===== src/rtl/vote_collector.sv =====
// Four-voter yes/no ballot collector with a bounded voting window.
// A session opens on start, latches one vote per voter, and closes on all-voted, close request or timeout.
module vote_collector #(
    parameter logic [15:0] WINDOW = 16'd1000
) (
    input  logic       clk,
    input  logic       rst_n,
    input  logic       start,
    input  logic       close,
    input  logic [3:0] btn_yes,
    input  logic [3:0] btn_no,
    output logic [3:0] votes,
    output logic [3:0] voted,
    output logic       busy,
    output logic       done,
    output logic [1:0] reason
);

    typedef enum logic [1:0] {
        IDLE = 2'b00,
        OPEN = 2'b01,
        HOLD = 2'b10
    } state_t;

    localparam logic [15:0] TIMER_LAST = WINDOW - 16'd1;
    localparam logic [15:0] TIMER_MAX  = 16'hFFFF;

    localparam logic [1:0] REASON_NONE    = 2'b00;
    localparam logic [1:0] REASON_ALL     = 2'b01;
    localparam logic [1:0] REASON_CLOSE   = 2'b10;
    localparam logic [1:0] REASON_TIMEOUT = 2'b11;

    state_t      state_q, state_d;
    logic [3:0]  votes_q, votes_d;
    logic [3:0]  voted_q, voted_d;
    logic [1:0]  reason_q, reason_d;
    logic [15:0] timer_q, timer_d;
    logic        done_q, done_d;

    logic [3:0]  accept;
    logic [3:0]  voted_open;
    logic [3:0]  votes_open;
    logic        all_voted;
    logic        timed_out;

    // A voter's press counts only once per session and only when exactly one button is held.
    always_comb begin
        accept     = ~voted_q & (btn_yes ^ btn_no);
        voted_open = voted_q | accept;
        votes_open = votes_q | (accept & btn_yes);
        all_voted  = (voted_open == 4'b1111);
        timed_out  = (timer_q == TIMER_LAST);
    end

    always_comb begin
        state_d  = state_q;
        votes_d  = votes_q;
        voted_d  = voted_q;
        reason_d = reason_q;
        timer_d  = timer_q;
        done_d   = 1'b0;

        unique case (state_q)
            IDLE, HOLD: begin
                if (start) begin
                    state_d  = OPEN;
                    votes_d  = 4'b0000;
                    voted_d  = 4'b0000;
                    reason_d = REASON_NONE;
                    timer_d  = 16'd0;
                end
            end

            OPEN: begin
                votes_d = votes_open;
                voted_d = voted_open;
                if (timer_q != TIMER_MAX) begin
                    timer_d = timer_q + 16'd1;
                end
                // Votes arriving with the closing event are kept; reason follows fixed priority.
                if (all_voted || close || timed_out) begin
                    state_d = HOLD;
                    done_d  = 1'b1;
                    if (all_voted) begin
                        reason_d = REASON_ALL;
                    end else if (close) begin
                        reason_d = REASON_CLOSE;
                    end else begin
                        reason_d = REASON_TIMEOUT;
                    end
                end
            end

            default: begin
                state_d = IDLE;
            end
        endcase
    end

    always_ff @(posedge clk or negedge rst_n) begin
        if (!rst_n) begin
            state_q  <= IDLE;
            votes_q  <= 4'b0000;
            voted_q  <= 4'b0000;
            reason_q <= REASON_NONE;
            timer_q  <= 16'd0;
            done_q   <= 1'b0;
        end else begin
            state_q  <= state_d;
            votes_q  <= votes_d;
            voted_q  <= voted_d;
            reason_q <= reason_d;
            timer_q  <= timer_d;
            done_q   <= done_d;
        end
    end

    assign votes  = votes_q;
    assign voted  = voted_q;
    assign busy   = (state_q == OPEN);
    assign done   = done_q;
    assign reason = reason_q;

endmodule

===== config.mk =====
export PLATFORM = sky130hd
export DESIGN_NAME = vote_collector
export DESIGN_NICKNAME = d
export VERILOG_FILES = /design/src/rtl/vote_collector.sv
export SDC_FILE = /design/constraint.sdc
export NUM_CORES = 1
export LEC_CHECK = 0
export BUFFER_PORTS_ARGS = -buffer_cell sky130_fd_sc_hd__buf_2
export CORE_MARGIN = 3
export CORE_UTILIZATION = 53
export CTS_BUF_LIST = sky130_fd_sc_hd__clkbuf_4 sky130_fd_sc_hd__clkbuf_8
export DETAILED_ROUTE_END_ITERATION = 12
export HOLD_SLACK_MARGIN = 0.12
export PLACE_DENSITY = 0.79
export SLEW_MARGIN = 20
export SYNTH_ARGS = -nofsm -noshare
export SYNTH_HDL_FRONTEND = slang
export SYNTH_SLANG_ARGS = --single-unit

===== constraint.sdc =====
create_clock -name clk -period 4.5 [get_ports clk]
set_input_delay 0.9 -clock clk [delete_from_list [all_inputs] [get_ports clk]]
set_output_delay 0.9 -clock clk [all_outputs]
set_load 0.02 [all_outputs]

==> results.txt <==
The library cells used most frequently in the layout, excluding fill and tap cells, are sky130_fd_sc_hd__dfrtp_1, sky130_fd_sc_hd__buf_2, sky130_fd_sc_hd__nor2_1, sky130_fd_sc_hd__a21oi_1, sky130_fd_sc_hd__nand2_1. The routed via count divided by cell count is 6.110. The clock buffer count from CTS is 5. The most used flip-flop cell after synthesis is sky130_fd_sc_hd__dfrtp_1. The maximum number of buffers from clock root to sink is 2. The maximum net fanout on the critical path is 15.

The multi-input logic area came out at 695.7 sq um. The effective utilization at floorplan came out at 57.62%. After clock tree synthesis, the clock-pin slew on the worst setup and hold paths is 0.09 ns. The placeable core area came out at 2545 sq um. For the worst setup path, the data arrival time is 1.61 ns. The sum of overflow across all layers after global routing came out at 0.

The worst-case IR drop observed on VDD is 0.0004755 V. The number of nets in the layout came out at 191. The first global-routing pass estimated 5.575 mm of wire. The final route contains 1277 vias.

In this run, synthesis produced a sequential element count of 29. The worst-margin pin slew came out at 0.6283 ns. The post-route total power is 0.8635 mW. The die is 58.60 um tall. The power dissipated by switching net loads is 0.3172 mW. The post-synthesis sequential area ratio came out at 49.49%. The number of instances resized during post-cts repair came out at 0. The HPWL after detailed placement came out at 2.341 mm.

Per report_power, the clock group accounts for 26.7% of the total. The worst setup path is captured at an output pin. The final setup skew is 0.01044 ns. The total iterations of the first detailed-routing run is 4. The async set or reset register ratio after synthesis is 100.0%.

The tree is rooted in a sky130_fd_sc_hd__clkbuf_4. For this design, the CTS-stage hold fixing added 0 buffers. The proportion of layout cells with a drive suffix above 1 is 22.35%. The latest clock arrival within the worst-skew pair is 0.34 ns. The sequential cell area is 725.7 sq um.

The post-CTS setup buffer count came out at 0. Sorting the synthesized cells by area gives the leading types as sky130_fd_sc_hd__dfrtp_1, sky130_fd_sc_hd__a21oi_1, sky130_fd_sc_hd__nor2_1. The global-route usage over all layers is 21.79%. The worst flop-to-flop path endpoint is timer_q[7]$_DFFE_PN0P_. The worst hold path begins at votes[3]$_DFFE_PN0P_. In this run the horizontal extent of the chip is 58.60 um.

TritonCTS built the clock tree. The static leakage came out at 0.7656 nW. In this run, the number of DRC markers left after iteration 0 of detailed routing was 53.

The total number of yosys warnings came out at 0. The number of antenna violations at the first check in global routing came out at 0. The flow ran to the end, and the final reports show no timing, DRC or antenna violations. In this run the tightest slew margin relative to its limit is 58.11%. The mean instance size in the synthesized netlist is 9.584 sq um. The class of the tightest hold or removal check is reg2reg. The placer's final routability congestion estimate came out at 0.8656. The depth of the CTS H-tree is 2. The floorplan has 18 rows. The setup TNS came out at 0 ns. In the finished design, the share of the clock period the worst path needs comes to 55.70%. The type of element launching the critical path is a flop. Of the post-synthesis cell area, the dominant cell type holds 49.49%. Leaving out fill and tap cells, the most frequent cell in the layout is sky130_fd_sc_hd__dfrtp_1. Sequential cells burn 40.9% of the power. Input and output buffers added on the ports amount to 23. The maximum number of pins on one net before global-route repair is 30. The worst setup slack for register-to-register paths is 2.42 ns. The distinct cell type count after synthesis came out at 39. The number of failing hold endpoints at the final stage came out at 0. Relative to the synthesized area, the layout overhead comes to 14.68%. The filler cells instantiated in the layout total 204. The count of max-cap constraint violations is 0.

Measured in cells, the most critical reg-to-reg path has a length of 6. The overall routed net length is 3.233 mm. The area of the mapped netlist is 1466 sq um. The detailed-route DRC error count is 0. The number of synthesized flops with an enable pin came out at 0. The number of endpoints failing setup at the final stage is 0.

Synthesis produced 153 cells. The count of clock tree sinks came out at 29. The routed wirelength normalized by instance count came out at 15.47 um.

For the finished layout, the period the worst path requires is 2.506 ns. The worst hold path endpoint is votes[3]$_DFFE_PN0P_. Data on the critical path is required at its endpoint by 3.60 ns. The proportion of power drawn by combinational gates is 32.4%. Cell internal power was estimated by the tool at 0.5463 mW. sky130_fd_sc_hd__dfrtp_1 takes more of the synthesized area than any other cell. The total power density per cell area is 513.5 nW/um^2.

The number of antenna-violating nets in the routed design is 0. The final number of max-transition violations came to 0. The setup path with the least slack is of type reg2out.

The worst hold path stage count is 2. The switching fraction of total power is 36.74%. The die area came out at 3434 sq um. The via count of the first global-routing pass came out at 1286.

The number of antenna diodes came out at 0. The top achievable clock speed came out at 0.3990 GHz. 24 I/O pins were placed.

Setup repair after global routing left no endpoint under its margin. The post-synth net total is 166. The startpoint identified for the worst register-to-register timing path is state_q[1]$_DFFE_PN0P_.
cells by family (layout without fill, tap and decap cells):
logic type / count (synthesis) / in the layout / share of synthesized area, %
simple gates: 63 / 63 / 22.87
compound gates: 45 / 45 / 20.14
flops: 29 / 29 / 49.49
buf+inv: 9 / 35 / 3.071
xor+xnor: 6 / 6 / 3.584
fa+ha+maj: 1 / 1 / 0.8531
through the flow:
stage	util, %	area [sq um]	setup slack (ns)	hold slack, ns	cells
final	66.08	1682	1.994	0.5033	209
after global routing	66.08	1682	1.886	0.5333	209
after floorplan	-	1466	2.460	0.4599	153
after detailed placement	62.59	1593	2.205	0.4879	201
after global placement	62.59	1593	2.304	0.4721	201
after CTS	66.08	1682	1.996	0.5105	209
worst max path at each step:
stage	slack (ns)	start	to	cells past startpoint
final	1.99	state_q[1]$_DFFE_PN0P_	busy	3
after global routing	1.89	state_q[1]$_DFFE_PN0P_	busy	3
after CTS	2.00	state_q[1]$_DFFE_PN0P_	busy	3
after detailed placement	2.21	start	timer_q[8]$_DFFE_PN0P_	6
after global placement	2.30	start	timer_q[8]$_DFFE_PN0P_	6
after floorplan	2.46	state_q[1]$_DFFE_PN0P_	busy	4
power by group through the flow:
stage                     Combinational, mW  Sequential, mW  Clock [mW]
final                                 0.280           0.353       0.230
after floorplan                       0.157           0.402           0
after CTS                             0.282           0.353       0.237
after global placement                0.274           0.354           0
after detailed placement              0.282           0.359           0
after global routing                  0.310           0.362       0.247
synthesized netlist by cell type, types with 2 or more instances:
| master | n |
|---|---|
| sky130_fd_sc_hd__a211oi_1 | 2 |
| sky130_fd_sc_hd__a21oi_1 | 15 |
| sky130_fd_sc_hd__a31oi_1 | 2 |
| sky130_fd_sc_hd__clkbuf_1 | 4 |
| sky130_fd_sc_hd__dfrtp_1 | 29 |
| sky130_fd_sc_hd__inv_1 | 2 |
| sky130_fd_sc_hd__nand2_1 | 10 |
| sky130_fd_sc_hd__nand2b_1 | 4 |
| sky130_fd_sc_hd__nand3_1 | 4 |
| sky130_fd_sc_hd__nand3_2 | 2 |
| sky130_fd_sc_hd__nand4_1 | 3 |
| sky130_fd_sc_hd__nor2_1 | 20 |
| sky130_fd_sc_hd__nor3_1 | 3 |
| sky130_fd_sc_hd__nor4_1 | 3 |
| sky130_fd_sc_hd__o211ai_1 | 3 |
| sky130_fd_sc_hd__o21ai_0 | 7 |
| sky130_fd_sc_hd__o22ai_1 | 3 |
| sky130_fd_sc_hd__o31ai_1 | 5 |
| sky130_fd_sc_hd__or3_1 | 2 |
| sky130_fd_sc_hd__or3_2 | 2 |
| sky130_fd_sc_hd__or4_1 | 5 |
| sky130_fd_sc_hd__xor2_1 | 6 |
flip-flops by register name (all words and copies together) (netlist names):
signal   count
timer_q     16
voted        4
votes        4
reason       2
state_q      2
done         1
final cells by class:
type / instances / share of cell area (%)
Timing Repair Buffer: 24 / 7.292
Clock inverter: 1 / 1.786
Clock buffer: 7 / 3.497
Multi-Input combinational cell: 115 / 41.37
Tap cell: 30 / 2.232
Sequential cell: 29 / 43.15
Inverter: 3 / 0.6696
layer usage:
layer  wire, um  vias up  global-route usage (%)
met1       1373      622                   24.89
met2       1602       30                   37.48
met4         80        0                   8.738
met5          0        -                       0
met3        177        7                   7.237
li1           -      618                       -
worst max-delay path, cell delays in order, from the launching register on:
cell and delay (ns):
sky130_fd_sc_hd__dfrtp_1 0.39, sky130_fd_sc_hd__nand2b_1 0.32, sky130_fd_sc_hd__inv_2 0.33, sky130_fd_sc_hd__buf_2 0.23
No activity file was read; power rests on OpenSTA's default activity.
